File: src/rtl/pulse_sweep_sequencer_pkg.sv
// Shared types and width constants for the pulse sweep sequencer.
// State encoding is fixed so that a debug readout keeps its meaning.
package pulse_seq_pkg;

    localparam int unsigned TW_DEF = 32;
    localparam int unsigned NW_DEF = 16;
    localparam int unsigned SW_DEF = NW_DEF + 1;

    typedef enum logic [1:0] {
        ST_IDLE = 2'd0,
        ST_ARM  = 2'd1,
        ST_RUN  = 2'd2
    } state_e;

    // Width needed to hold 2*shots_per_point without overflow.
    function automatic int unsigned shot_w(input int unsigned nw);
        return nw + 1;
    endfunction

endpackage

File: src/rtl/pulse_sweep_sequencer_if.sv
// Host/generator-facing signal bundle of the sweep sequencer.
// The slave side is the sequencer; the master side is the host plus the pulse generator.
interface pulse_sweep_sequencer_if
    import pulse_seq_pkg::*;
#(
    parameter int unsigned TW = TW_DEF,
    parameter int unsigned NW = NW_DEF
);
    logic          start;
    logic          abort;
    logic          cycle_start;
    logic [TW-1:0] base_delay;
    logic [TW-1:0] delay_step;
    logic [NW-1:0] num_points;
    logic [NW-1:0] shots_per_point;
    logic          pump_en;
    logic          pump_alt;

    logic [TW-1:0] delay_out;
    logic          pump_out;
    logic [NW-1:0] point_idx;
    logic          busy;
    logic          point_done;
    logic          sweep_done;
    logic          cfg_err;

    modport slave (
        input  start, abort, cycle_start, base_delay, delay_step,
               num_points, shots_per_point, pump_en, pump_alt,
        output delay_out, pump_out, point_idx, busy,
               point_done, sweep_done, cfg_err
    );

    modport master (
        output start, abort, cycle_start, base_delay, delay_step,
               num_points, shots_per_point, pump_en, pump_alt,
        input  delay_out, pump_out, point_idx, busy,
               point_done, sweep_done, cfg_err
    );
endinterface

File: src/rtl/pulse_sweep_sequencer_shot_counter.sv
// Per-point shot counter and pump toggle for the sweep sequencer.
// last_o flags that the current shot is the final one of the point.
module seq_shot_counter
    import pulse_seq_pkg::*;
#(
    parameter int unsigned SW = SW_DEF
) (
    input  logic          clk_i,
    input  logic          rst_i,
    input  logic          clear_i,
    input  logic          advance_i,
    input  logic [SW-1:0] target_i,
    input  logic          pump_en_i,
    input  logic          pump_alt_i,
    output logic          last_o,
    output logic          pump_o
);

    logic [SW-1:0] cnt_q, cnt_d;
    logic          pump_q, pump_d;

    assign last_o = (cnt_q == (target_i - SW'(1)));
    assign pump_o = pump_q;

    always_comb begin
        cnt_d  = cnt_q;
        pump_d = pump_q;
        if (clear_i) begin
            cnt_d  = '0;
            pump_d = pump_en_i;
        end else if (advance_i && !last_o) begin
            cnt_d = cnt_q + SW'(1);
            if (pump_alt_i) begin
                pump_d = ~pump_q;
            end
        end
    end

    always_ff @(posedge clk_i) begin
        if (rst_i) begin
            cnt_q  <= '0;
            pump_q <= 1'b0;
        end else begin
            cnt_q  <= cnt_d;
            pump_q <= pump_d;
        end
    end

endmodule

File: src/rtl/pulse_sweep_sequencer.sv
// Echo-decay sweep sequencer: latches a sweep description, then steps the generator
// delay across N points, committing every change on the generator's period boundary.
module pulse_sweep_sequencer
    import pulse_seq_pkg::*;
#(
    parameter int unsigned TW = TW_DEF,
    parameter int unsigned NW = NW_DEF
) (
    input  logic                   clk_pll,
    input  logic                   reset,
    pulse_sweep_sequencer_if.slave bus
);

    localparam int unsigned SW = shot_w(NW);

    state_e        state_q, state_d;
    logic [TW-1:0] delay_q, delay_d;
    logic [TW-1:0] step_q, step_d;
    logic [NW-1:0] idx_q, idx_d;
    logic [NW-1:0] npts_q, npts_d;
    logic [SW-1:0] target_q, target_d;
    logic          pump_en_q, pump_en_d;
    logic          pump_alt_q, pump_alt_d;
    logic          busy_q, busy_d;
    logic          pd_q, pd_d;
    logic          sd_q, sd_d;
    logic          ce_q, ce_d;

    logic          sc_clear, sc_adv, sc_pump_en, sc_last, sc_pump;

    seq_shot_counter #(.SW(SW)) u_shot (
        .clk_i      (clk_pll),
        .rst_i      (reset),
        .clear_i    (sc_clear),
        .advance_i  (sc_adv),
        .target_i   (target_q),
        .pump_en_i  (sc_pump_en),
        .pump_alt_i (pump_alt_q),
        .last_o     (sc_last),
        .pump_o     (sc_pump)
    );

    always_comb begin
        state_d    = state_q;
        delay_d    = delay_q;
        step_d     = step_q;
        idx_d      = idx_q;
        npts_d     = npts_q;
        target_d   = target_q;
        pump_en_d  = pump_en_q;
        pump_alt_d = pump_alt_q;
        pd_d       = 1'b0;
        sd_d       = 1'b0;
        ce_d       = 1'b0;
        sc_clear   = 1'b0;
        sc_adv     = 1'b0;
        sc_pump_en = pump_en_q;

        if (bus.abort) begin
            state_d = ST_IDLE;
        end else begin
            unique case (state_q)
                ST_IDLE: begin
                    if (bus.start) begin
                        if (bus.num_points == '0 || bus.shots_per_point == '0) begin
                            ce_d = 1'b1;
                        end else begin
                            step_d     = bus.delay_step;
                            npts_d     = bus.num_points;
                            pump_en_d  = bus.pump_en;
                            pump_alt_d = bus.pump_alt;
                            target_d   = bus.pump_alt ? {bus.shots_per_point, 1'b0}
                                                      : {1'b0, bus.shots_per_point};
                            delay_d    = bus.base_delay;
                            idx_d      = '0;
                            // Shadow pump_en is not loaded yet, so seed the counter from the host.
                            sc_clear   = 1'b1;
                            sc_pump_en = bus.pump_en;
                            state_d    = ST_ARM;
                        end
                    end
                end
                ST_ARM: begin
                    if (bus.cycle_start) begin
                        state_d = ST_RUN;
                    end
                end
                ST_RUN: begin
                    if (bus.cycle_start) begin
                        if (!sc_last) begin
                            sc_adv = 1'b1;
                        end else begin
                            pd_d = 1'b1;
                            if (idx_q == (npts_q - NW'(1))) begin
                                sd_d    = 1'b1;
                                state_d = ST_IDLE;
                            end else begin
                                idx_d    = idx_q + NW'(1);
                                delay_d  = delay_q + step_q;
                                sc_clear = 1'b1;
                            end
                        end
                    end
                end
                default: state_d = ST_IDLE;
            endcase
        end

        busy_d = (state_d != ST_IDLE);
    end

    always_ff @(posedge clk_pll) begin
        if (reset) begin
            state_q    <= ST_IDLE;
            delay_q    <= '0;
            step_q     <= '0;
            idx_q      <= '0;
            npts_q     <= '0;
            target_q   <= '0;
            pump_en_q  <= 1'b0;
            pump_alt_q <= 1'b0;
            busy_q     <= 1'b0;
            pd_q       <= 1'b0;
            sd_q       <= 1'b0;
            ce_q       <= 1'b0;
        end else begin
            state_q    <= state_d;
            delay_q    <= delay_d;
            step_q     <= step_d;
            idx_q      <= idx_d;
            npts_q     <= npts_d;
            target_q   <= target_d;
            pump_en_q  <= pump_en_d;
            pump_alt_q <= pump_alt_d;
            busy_q     <= busy_d;
            pd_q       <= pd_d;
            sd_q       <= sd_d;
            ce_q       <= ce_d;
        end
    end

    assign bus.delay_out  = delay_q;
    assign bus.pump_out   = sc_pump;
    assign bus.point_idx  = idx_q;
    assign bus.busy       = busy_q;
    assign bus.point_done = pd_q;
    assign bus.sweep_done = sd_q;
    assign bus.cfg_err    = ce_q;

endmodule

File: src/flat_wrapper.sv
// flat-port wrapper written by rule: the top's interface ports become plain ports
module pulse_sweep_sequencer_flat import pulse_seq_pkg::*;
#(
    parameter int unsigned TW = TW_DEF,
    parameter int unsigned NW = NW_DEF
)
  (clk_pll, reset, bus_start, bus_abort, bus_cycle_start, bus_base_delay, bus_delay_step, bus_num_points, bus_shots_per_point, bus_pump_en, bus_pump_alt, bus_delay_out, bus_pump_out, bus_point_idx, bus_busy, bus_point_done, bus_sweep_done, bus_cfg_err);
  pulse_sweep_sequencer_if #(.TW(TW), .NW(NW)) bus_i ();
  input  logic clk_pll;
  input  logic reset;
  input wire logic [$bits(bus_i.start)-1:0] bus_start;
  input wire logic [$bits(bus_i.abort)-1:0] bus_abort;
  input wire logic [$bits(bus_i.cycle_start)-1:0] bus_cycle_start;
  input wire logic [$bits(bus_i.base_delay)-1:0] bus_base_delay;
  input wire logic [$bits(bus_i.delay_step)-1:0] bus_delay_step;
  input wire logic [$bits(bus_i.num_points)-1:0] bus_num_points;
  input wire logic [$bits(bus_i.shots_per_point)-1:0] bus_shots_per_point;
  input wire logic [$bits(bus_i.pump_en)-1:0] bus_pump_en;
  input wire logic [$bits(bus_i.pump_alt)-1:0] bus_pump_alt;
  output wire logic [$bits(bus_i.delay_out)-1:0] bus_delay_out;
  output wire logic [$bits(bus_i.pump_out)-1:0] bus_pump_out;
  output wire logic [$bits(bus_i.point_idx)-1:0] bus_point_idx;
  output wire logic [$bits(bus_i.busy)-1:0] bus_busy;
  output wire logic [$bits(bus_i.point_done)-1:0] bus_point_done;
  output wire logic [$bits(bus_i.sweep_done)-1:0] bus_sweep_done;
  output wire logic [$bits(bus_i.cfg_err)-1:0] bus_cfg_err;
  assign bus_i.start = bus_start;
  assign bus_i.abort = bus_abort;
  assign bus_i.cycle_start = bus_cycle_start;
  assign bus_i.base_delay = bus_base_delay;
  assign bus_i.delay_step = bus_delay_step;
  assign bus_i.num_points = bus_num_points;
  assign bus_i.shots_per_point = bus_shots_per_point;
  assign bus_i.pump_en = bus_pump_en;
  assign bus_i.pump_alt = bus_pump_alt;
  assign bus_delay_out = bus_i.delay_out;
  assign bus_pump_out = bus_i.pump_out;
  assign bus_point_idx = bus_i.point_idx;
  assign bus_busy = bus_i.busy;
  assign bus_point_done = bus_i.point_done;
  assign bus_sweep_done = bus_i.sweep_done;
  assign bus_cfg_err = bus_i.cfg_err;
  pulse_sweep_sequencer #(.TW(TW), .NW(NW)) u_core (.clk_pll(clk_pll), .reset(reset), .bus(bus_i));
endmodule
File: config.mk
export PLATFORM = sky130hd
export DESIGN_NAME = pulse_sweep_sequencer_flat
export DESIGN_NICKNAME = d
export VERILOG_FILES = /design/src/rtl/pulse_sweep_sequencer_pkg.sv /design/src/rtl/pulse_sweep_sequencer_if.sv /design/src/rtl/pulse_sweep_sequencer_shot_counter.sv /design/src/rtl/pulse_sweep_sequencer.sv /design/src/flat_wrapper.sv
export SDC_FILE = /design/constraint.sdc
export NUM_CORES = 1
export LEC_CHECK = 0
export ABC_AREA = 1
export CORE_UTILIZATION = 29
export DETAILED_ROUTE_END_ITERATION = 8
export SLEW_MARGIN = 20
export SYNTH_ARGS = -nofsm -noshare
export SYNTH_HDL_FRONTEND = slang
export SYNTH_SLANG_ARGS = --single-unit
File: constraint.sdc
create_clock -name clk_pll -period 2.5 [get_ports clk_pll]
set_input_delay 0.25 -clock clk_pll [delete_from_list [all_inputs] [get_ports clk_pll]]
set_output_delay 0.25 -clock clk_pll [all_outputs]
set_load 0.02 [all_outputs]
Word-level counts from Yosys, hierarchy flattened
Index checks and enable logic that the tools add are counted.
W data, S select, Z words.
{"block": "word_totals", "regBits": 139, "inputBits": 103, "output_inout_bits": 53, "word_cells": 95}
{"block": "classes", "add_sub_neg": 5, "n_eq_ne": 9, "mux": 42, "n_bitwise": 8, "reduce_logical": 17}
{"operator": "$mux W32", "n": 5}
{"operator": "$mux W16", "n": 5}
{"operator": "$pmux W32 S2", "n": 1}
{"operator": "$add A32 B32 Y32", "n": 1}
{"operator": "$logic_not A16 Y1", "n": 2}
{"operator": "$pmux W16 S2", "n": 1}
{"operator": "$mux W1", "n": 20}
{"operator": "$add A17 B1 Y17 const B", "n": 1}
{"operator": "$eq A17 B17 Y1", "n": 1}
{"operator": "$mux W17", "n": 1}
{"operator": "$sub A17 B1 Y17 const B", "n": 1}
{"operator": "$add A16 B1 Y16 const B", "n": 1}
{"operator": "$eq A16 B16 Y1", "n": 1}
{"operator": "$sub A16 B1 Y16 const B", "n": 1}
{"operator": "$mux W2", "n": 7}
{"operator": "$ne A2 B2 Y1 const B", "n": 4}
{"operator": "$not A1 Y1", "n": 8}
{"operator": "$reduce_bool A2 Y1", "n": 4}
{"operator": "$reduce_or A4 Y1", "n": 2}
{"operator": "$reduce_and A7 Y1", "n": 1}
{"operator": "$pmux W2 S3", "n": 1}
{"operator": "$reduce_or A5 Y1", "n": 1}
{"operator": "$reduce_and A4 Y1", "n": 1}
{"operator": "$eq A2 B1 Y1 const B", "n": 1}
{"operator": "9 further kinds", "n": 9}

Longest topological paths before layout
Gate-level depths: netlist of run 1.
{"block": "logic_depth", "ltp_word": 9, "depth_mapped": 20, "depth_no_buf": 19}

Cells and area by module
Synthesis of run 1 repeated with hierarchy kept, for this count alone.
{"block": "hier_totals", "hier_cells": 1719, "hier_area_um2": 10252.3}
{"mod": "pulse_sweep_sequencer", "instances": 1, "cells_each": 1417, "area_each_um2": 8458.1, "seq_area_each_um2": 2422.3}
{"mod": "seq_shot_counter", "instances": 1, "cells_each": 302, "area_each_um2": 1794.2, "seq_area_each_um2": 360.3}

Worst setup path after synthesis of run 1
No wires, ideal clock.
{"block": "synth_path", "path_type": "reg-to-reg", "startpoint": "register u_core.delay_q[0] (netlist: u_core.bus.delay_out[0])", "endpoint": "register u_core.delay_q[18] (netlist: u_core.bus.delay_out[18])", "arrival_ps": 2237, "required_ps": 2387, "slack_ps": 151, "stages_incl_launch_ff": 13, "path_buffers": 0, "path_cell_list": "dfxtp_1 ha_1 inv_1 fa_1 o21ai_1 a21oi_1 o21ai_1 a21boi_0 or2_0 nand3_1 nand2_1 nor2_1 nor2_1"}
{"block": "synth_via", "elab_chain_len": 5}
{"item": "start, declared", "line_no": "pulse_sweep_sequencer.sv:17", "text": "logic [TW-1:0] delay_q, delay_d;"}
{"item": "start signal, assigned", "line_no": "pulse_sweep_sequencer.sv:128", "text": "delay_q <= delay_d;"}
{"item": "$add A32 B32 Y32", "line_no": "pulse_sweep_sequencer.sv:99", "text": "delay_d = delay_q + step_q;"}
{"item": "$mux W32", "line_no": "pulse_sweep_sequencer.sv:94", "text": "if (idx_q == (npts_q - NW'(1))) begin"}
{"item": "$mux W32", "line_no": "pulse_sweep_sequencer.sv:90", "text": "if (!sc_last) begin"}
{"item": "$mux W32", "line_no": "pulse_sweep_sequencer.sv:89", "text": "if (bus.cycle_start) begin"}
{"item": "$pmux W32 S2", "line_no": "pulse_sweep_sequencer.sv:62", "text": "unique case (state_q)"}
Every way passes these cells. The select of a mux whose other input is x is not followed.
A chain may end at the register's enable or synchronous reset.

Worst setup path after layout of run 1
{"block": "layout_path", "startpoint": "register u_core.target_q[1]", "endpoint": "register u_core.u_shot.cnt_q[10]"}
{"block": "layout_via", "elab_chain_len": 7}
{"item": "start, declared", "line_no": "pulse_sweep_sequencer.sv:21", "text": "logic [SW-1:0] target_q, target_d;"}
{"item": "start signal, assigned", "line_no": "pulse_sweep_sequencer.sv:132", "text": "target_q <= target_d;"}
{"item": "$sub A17 B1 Y17 (*)", "line_no": "pulse_sweep_sequencer_shot_counter.sv:22", "text": "assign last_o = (cnt_q == (target_i - SW'(1)));"}
{"item": "$eq A17 B17 Y1 (*)", "line_no": "pulse_sweep_sequencer_shot_counter.sv:22"}
{"item": "$mux W1", "line_no": "pulse_sweep_sequencer.sv:90"}
{"item": "$mux W1", "line_no": "pulse_sweep_sequencer.sv:89"}
{"item": "$pmux W1 S2 or $mux W1 (tied branches)", "line_no": "pulse_sweep_sequencer.sv:62"}
{"item": "$mux W1", "line_no": "pulse_sweep_sequencer.sv:59", "text": "if (bus.abort) begin"}
{"item": "$reduce_or A2 Y1 (no line) or $logic_and A1 B1 Y1 (tied branches)"}
{"item": "end signal, assigned", "line_no": "pulse_sweep_sequencer_shot_counter.sv:44", "text": "cnt_q <= cnt_d;"}
{"item": "end, declared", "line_no": "pulse_sweep_sequencer_shot_counter.sv:19", "text": "logic [SW-1:0] cnt_q, cnt_d;"}
Mark *: on every way between the ends. The rest lies on a longest branch, timed or not.

==> results of run 1 <==
registers in the layout (all words and copies together), names as in the netlist, 2 cells and up:
| name | cells |
|---|---|
| u_core.state_q | 2 |
| u_core.npts_q | 16 |
| u_core.target_q | 17 |
| u_core.bus.point_idx | 16 |
| u_core.step_q | 32 |
| u_core.u_shot.cnt_q | 17 |
| u_core.bus.delay_out | 32 |
placed cells by master (no fill, tap or decap), types with 3 or more instances in the layout:
| cell | synthesis | layout |
|---|---|---|
| a21oi_2 | 0 | 10 |
| inv_1 | 131 | 127 |
| xnor2_1 | 17 | 17 |
| nor4_1 | 21 | 21 |
| o21ai_0 | 103 | 102 |
| a21oi_1 | 79 | 69 |
| inv_2 | 8 | 11 |
| or2_2 | 12 | 12 |
| and2_1 | 3 | 3 |
| nand4_1 | 20 | 20 |
| nor2_1 | 269 | 252 |
| clkinvlp_4 | 0 | 3 |
| clkinv_4 | 0 | 3 |
| o21ai_1 | 10 | 9 |
| nand3_2 | 6 | 5 |
| buf_4 | 5 | 36 |
| buf_12 | 0 | 12 |
| nand2_1 | 388 | 384 |
| nor3_1 | 21 | 21 |
| clkdlybuf4s50_1 | 0 | 155 |
| inv_6 | 0 | 5 |
| dfxtp_1 | 139 | 137 |
| nand3_1 | 102 | 102 |
| a21boi_0 | 3 | 3 |
| nand2_2 | 4 | 6 |
| xor2_1 | 38 | 37 |
| nor2_2 | 9 | 24 |
| o21bai_1 | 5 | 5 |
| ha_1 | 35 | 34 |
| a31oi_1 | 17 | 17 |
| clkbuf_16 | 0 | 17 |
| a21o_1 | 4 | 4 |
| buf_6 | 8 | 3 |
| nand3b_1 | 29 | 29 |
Yosys cell counts, types with 9 or more instances:
| cell type | number | share of area |
|---|---|---|
| nor2_2 | 9 | 0.0059 |
| nand4_1 | 20 | 0.013 |
| ha_1 | 35 | 0.046 |
| xnor2_1 | 17 | 0.016 |
| o21ai_0 | 103 | 0.054 |
| nand3_1 | 102 | 0.053 |
| nor2_1 | 269 | 0.11 |
| inv_1 | 131 | 0.051 |
| nor3_1 | 21 | 0.011 |
| a21oi_1 | 79 | 0.041 |
| a31oi_1 | 17 | 0.011 |
| nor4_1 | 21 | 0.014 |
| nand3b_1 | 29 | 0.023 |
| dfxtp_1 | 139 | 0.29 |
| o21ai_1 | 10 | 0.0052 |
| or2_2 | 12 | 0.0078 |
| xor2_1 | 38 | 0.035 |
| nand2_1 | 388 | 0.15 |
| clkbuf_1 | 36 | 0.014 |
timing repair:
item	4_1_cts	5_1_grt
hold buffers	0	0
cloned	0	2
pin swaps	0	11
hold endpoints to repair	0	0
setup buffers	0	4
endpoints found under the setup margin	41	66
gates resized for setup	2	63
final timing paths:
check / start / to / depth (start not counted)
max: u_core.target_q[1] / u_core.u_shot.cnt_q[10] / 14
min: bus_delay_step[13] / u_core.step_q[13] / 3
max reg2reg: u_core.target_q[1] / u_core.u_shot.cnt_q[10] / 14
min reg2reg: u_core.bus.point_idx[0] / u_core.bus.point_idx[0] / 2
cells by family (layout without fill, tap and decap cells):
family                   after synthesis  after routing
AND/OR/NAND/NOR                      889            889
buffers and inverters                195            380
multiplexers                           1              1
adder cells (fa/ha/maj)               36             36
AO/OA/AOI/OAI                        227            227
XOR/XNOR                              55             55
flip-flops                           139            139
report_power, final:
part	switching, W	internal (W)
Sequential	0.000108	0.00233
Combinational	0.000783	0.000619
Clock	0.00113	0.00152
through the flow:
stage               utilization  TNS, ps  hold WS [ps]  power (W)  setup WS [ps]
floorplan                     -        0           411    0.00330            151
global placement          0.365   -0.121           463    0.00381         -0.121
detailed placement        0.365    -1100           476    0.00383          -75.0
CTS                       0.384    -15.1           414    0.00647          -9.60
global route              0.392    -7290           434    0.00680           -149
finish                    0.392        0           431    0.00648           41.4
final cells by class:
cell class,count,area (um^2)
Timing Repair inverter,2,32.5
Multi-Input combinational cell,1208,6140
Fill cell,3523,19800
Timing Repair Buffer,206,2100
Sequential cell,139,2790
Clock inverter,14,160
Tap cell,442,553
Inverter,140,538
Clock buffer,18,439
routing by layer:
layer,wire (um),up-vias
met5,0,-
met4,817,0
met3,1420,46
met2,14700,247
met1,14500,4785
li1,-,5367
worst max-delay path, stage by stage (launching register included):
cell,delay (ps)
dfxtp_2,330
buf_4,130
nor2_1,160
nand2_1,130
nor2_2,210
nand2_1,130
xor2_2,170
nand3_2,130
nor3_4,310
nand3_4,170
nand2_8,150
nor2_4,70
buf_12,170
clkinv_8,60
nor2_1,40
==> run_results.csv, run 1 <==
group,metric,value,unit
final_layout,layout.nets,1853,
detailed_routing,drt_iter0_markers,579,
power_and_ir_drop,power_density,508,mW/mm^2
synthesis,syn_area_per_cell,6.22,um^2
die,fp.dieArea,0.0338,mm^2
timing,period_share,0.983,
placed_design,dp_hpwl,24.1,mm
global_routing,grt_pass1_wl,50.0,mm
power_and_ir_drop,leakage,5.44,nW
global_routing,grt_overflow,0,
clocking,cts-htree-levels,4,
final_layout,final_cell_area,0.0127,mm^2
setup_path,end_kind,"register",
synthesis,synth_fp_nets,1681,
timing,slew_viol_final,0,
synthesis,ys_async_sr_fraction,0,
synthesis,ys_types,42,
timing,max_slew.worst_pin.slew,742,ps
die,rows,66,
global_routing,use_met3,0.0365,
global_routing,met1_usage,0.234,
synthesis,synth_top_family_by_area,"simple AND/OR/NAND/NOR gates",
detailed_routing,drtPass1Iterations,5,
timing,rsz0062_at_grt,"true",
clocking,clock_latency,440,ps
clocking,clockBufferDepth,2,
placed_design,dpl_cell_area,0.0119,mm^2
setup_path,critPathLaunchType,"register",
detailed_routing,num_vias,10400,
run_status,status,"completed",
final_layout,antenna_cells,0,
power_and_ir_drop,ir_drop,0.496,mV
final_layout,syn_to_final_growth,32.9,%
synthesis,yosys.area_share.xor_xnor,0.0502,
timing,max_slew_margin,0.505,
global_routing,grt_pass1_vias,9994,
placed_design,io_buffer_count,155,
die,initial_utilization,0.295,
die,die_width,184,um
final_layout,layout.cells.non_filler,2169,
min_path,hold_class,"in2reg",
synthesis,synthCells,1542,
global_routing,grt.total_usage,0.187,
detailed_routing,wl_per_cell,14.5,um
synthesis,synth_adder_area_share,0.0477,
setup_path,cp.required,2840,ps
timing,max_freq,0.407,GHz
die,io_pins,156,
timing,fin_skew,17.7,ps
flow_run,max-cap-violations,0,
detailed_routing,drt_wl_total,31.5,mm
timing,post-route-min-period,2460,ps
setup_path,crit_fanout,8,
final_layout,drive_gt1_frac,0.0973,
clocking,numCtsBuffers,17,
global_routing,grt_util_met2,0.317,
synthesis,muxShareOfSynthArea,0.00104,
synthesis,synth_flop_cell,"dfxtp_1",
synthesis,synthSimpleGateAreaFrac,0.400,
global_routing,grt_max_degree,51,
synthesis,yosysWarnings,0,
die,core_area,0.0325,mm^2
global_routing,grt.busiest_layer,"met2",
detailed_routing,vias_per_cell,4.82,
timing,finalSetupViolCount,0,
placed_design,place_congestion,0.924,
synthesis,synth-compound-area-share,0.125,
global_routing,antenna_found_initial,0,
clocking,cts_root_buf,"clkbuf_16",
synthesis,syn-cell-area,0.00959,mm^2
synthesis,synth_edf_count,0,
synthesis,yosys_register_bits,139,
clocking,tritoncts,"yes",
synthesis,seq_area_frac_synth,0.290,
timing,timing.final.hold_violations,0,
setup_path,crit_type,"reg2reg",
detailed_routing,drtAntennaViolNets,0,
placed_design,dp_cells,2131,
detailed_routing,drc,0,
clocking,cts.clk_slew.worst_paths,70,ps
clocking,cts_num_sinks,139,
setup_path,worstPathArrival,2800,ps
die,die_y,184,um
setup_path,r2r_slack,40,ps
Note: power is estimated with default switching activity, not from simulation.
==> inputs of run 2 (changes only) <==
CORE_MARGIN = 4   (was not set)
PLACE_DENSITY = 0.59   (was not set)
SKIP_LAST_GASP = 1   (was not set)
==> run_results.csv, run 2 (synthesis results as in run 1) <==
group,metric,value,unit
run_status,status,"completed",
global_routing,grt_pass1_wl,51.0,mm
global_routing,grt_overflow,0,
power_and_ir_drop,swShare,0.290,
die,fp.dieArea,0.0360,mm^2
clocking,cts-htree-levels,4,
final_layout,layout_common_cells,"nand2_1, nor2_1, clkdlybuf4s50_1",
die,die_width,190,um
detailed_routing,wl_per_cell,15.3,um
placed_design,place_congestion,0.895,
placed_design,io_buffer_count,155,
flow_run,max-cap-violations,0,
timing,max_freq,0.422,GHz
final_layout,layout.cells.non_filler,2188,
die,core_area,0.0326,mm^2
detailed_routing,vias_per_cell,4.83,
clocking,hold_buffers,0,
setup_path,cp.required,2870,ps
detailed_routing,drt_wl_total,33.5,mm
die,initial_utilization,0.294,
timing,rsz0062_at_grt,"true",
clocking,numCtsBuffers,17,
clocking,clockBufferDepth,2,
setup_path,end_kind,"register",
detailed_routing,drtPass1Iterations,5,
clocking,cts_num_sinks,139,
global_routing,grt.total_usage,0.174,
timing,post-route-min-period,2370,ps
final_layout,layout.nets,1875,
timing,period_share,0.948,
timing,finalSetupViolCount,0,
die,rows,66,
timing,fin_skew,14.8,ps
clocking,cts_root_buf,"clkbuf_16",
die,die_y,190,um
detailed_routing,drc,0,
timing,timing.final.hold_violations,0,
placed_design,dp_cells,2149,
power_and_ir_drop,seqPwrFrac,0.364,
setup_path,critPathLaunchType,"input port",
detailed_routing,num_vias,10600,
clocking,cts.clk_slew.worst_paths,60,ps
placed_design,dp_hpwl,25.1,mm
timing,max_slew_margin,0.635,
power_and_ir_drop,combPwrFrac,0.213,
setup_path,crit_fanout,6,
final_layout,postLayoutCoreUtil,0.396,
power_and_ir_drop,finalPower,0.00668,W
timing,slew_viol_final,0,
clocking,clock_latency,440,ps
die,io_pins,156,
global_routing,antenna_found_initial,0,
power_and_ir_drop,p_int,0.00474,W
power_and_ir_drop,ir_drop,0.477,mV
min_path,hold_class,"in2reg",
power_and_ir_drop,leakage,5.59,nW
global_routing,grt_max_degree,47,
clocking,tritoncts,"yes",
final_layout,syn_to_final_growth,34.8,%
power_and_ir_drop,clkPwrFrac,0.422,
final_layout,antenna_cells,0,
power_and_ir_drop,power_density,516,mW/mm^2
power_and_ir_drop,switching_power,0.00193,W
placed_design,dpl_cell_area,0.0120,mm^2
final_layout,layout_commonest_cell,"nand2_1",
detailed_routing,drt_iter0_markers,654,
final_layout,drive_gt1_frac,0.0962,
global_routing,grt_pass1_vias,9878,
timing,max_slew.worst_pin.slew,543,ps
setup_path,crit_type,"in2reg",
final_layout,final_cell_area,0.0129,mm^2
detailed_routing,drtAntennaViolNets,0,
setup_path,worstPathArrival,2740,ps
run 2: cell count changes in the layout (fill, tap and decap cells not counted), sizes merged:
cell | previous run | this run
buf | 51 | 72
bufinv | 2 | 5
clkbuf | 18 | 21
clkinv | 6 | 3
inv | 145 | 142
clkinvlp | 3 | 1
run 2: cell type report:
cell class,instances,area (um^2)
Inverter,140,536
Clock inverter,11,194
Tap cell,442,553
Timing Repair Buffer,230,2310
Sequential cell,139,2790
Multi-Input combinational cell,1208,6110
Fill cell,3413,19700
Clock buffer,18,439
run 2: path summary, 6_finish.rpt:
path,start,endpoint,slack (ps),depth (start not counted)
setup reg to reg,u_core.target_q[2],u_core.bus.delay_out[24],150,16
hold / removal,bus_delay_step[19],u_core.step_q[19],440,3
setup / recovery,bus_num_points[0],u_core.u_shot.pump_o,130,12
hold reg to reg,u_core.step_q[25],u_core.step_q[25],490,2
run 2: per-stage QoR:
stage	hold slack, ps	TNS, ps	worst slack, ps
2_1_floorplan	411	0	151
3_3_place_gp	471	-13070	-284
3_5_place_dp	477	-16710	-292
4_1_cts	426	0	31.7
5_1_grt	458	-829	-63.1
6_report	443	0	129
run 2: per-layer routing:
metal	track usage	routed length [um]
met3	0.0347	1740
met1	0.234	15600
met4	0.0409	569
met5	0	0
met2	0.289	15600
run 2: power groups by stage:
stage | Clock [W] | Combinational [W] | Sequential, W
6_report | 0.00282 | 0.00142 | 0.00243
5_1_grt | 0.00295 | 0.00158 | 0.00244
4_1_cts | 0.00287 | 0.00138 | 0.00243
3_5_place_dp | 0 | 0.00137 | 0.00248
3_3_place_gp | 0 | 0.00135 | 0.00248
2_1_floorplan | 0 | 0.000812 | 0.00249
run 2: worst max-delay path, cell delays in order:
cell             delay, ps
clkdlybuf4s50_1        460
nor4_1                 540
buf_4                  220
nand4_1                150
nand2_1                150
nor2_1                  80
nand2_4                130
buf_4                  190
nor2_1                  50
nor3_1                 340
nand2_1                 90
nand2_1                 90
run 2: timing repair:
action,CTS,global route
setup endpoints to repair,0,67
resized for setup,0,39
setup buffers,0,4
==> inputs of run 3 (changes only) <==
SLEW_MARGIN = 0   (was 20)
==> results of run 3 <==
No change in the layout: final DEF, timing and power equal those of run 2.
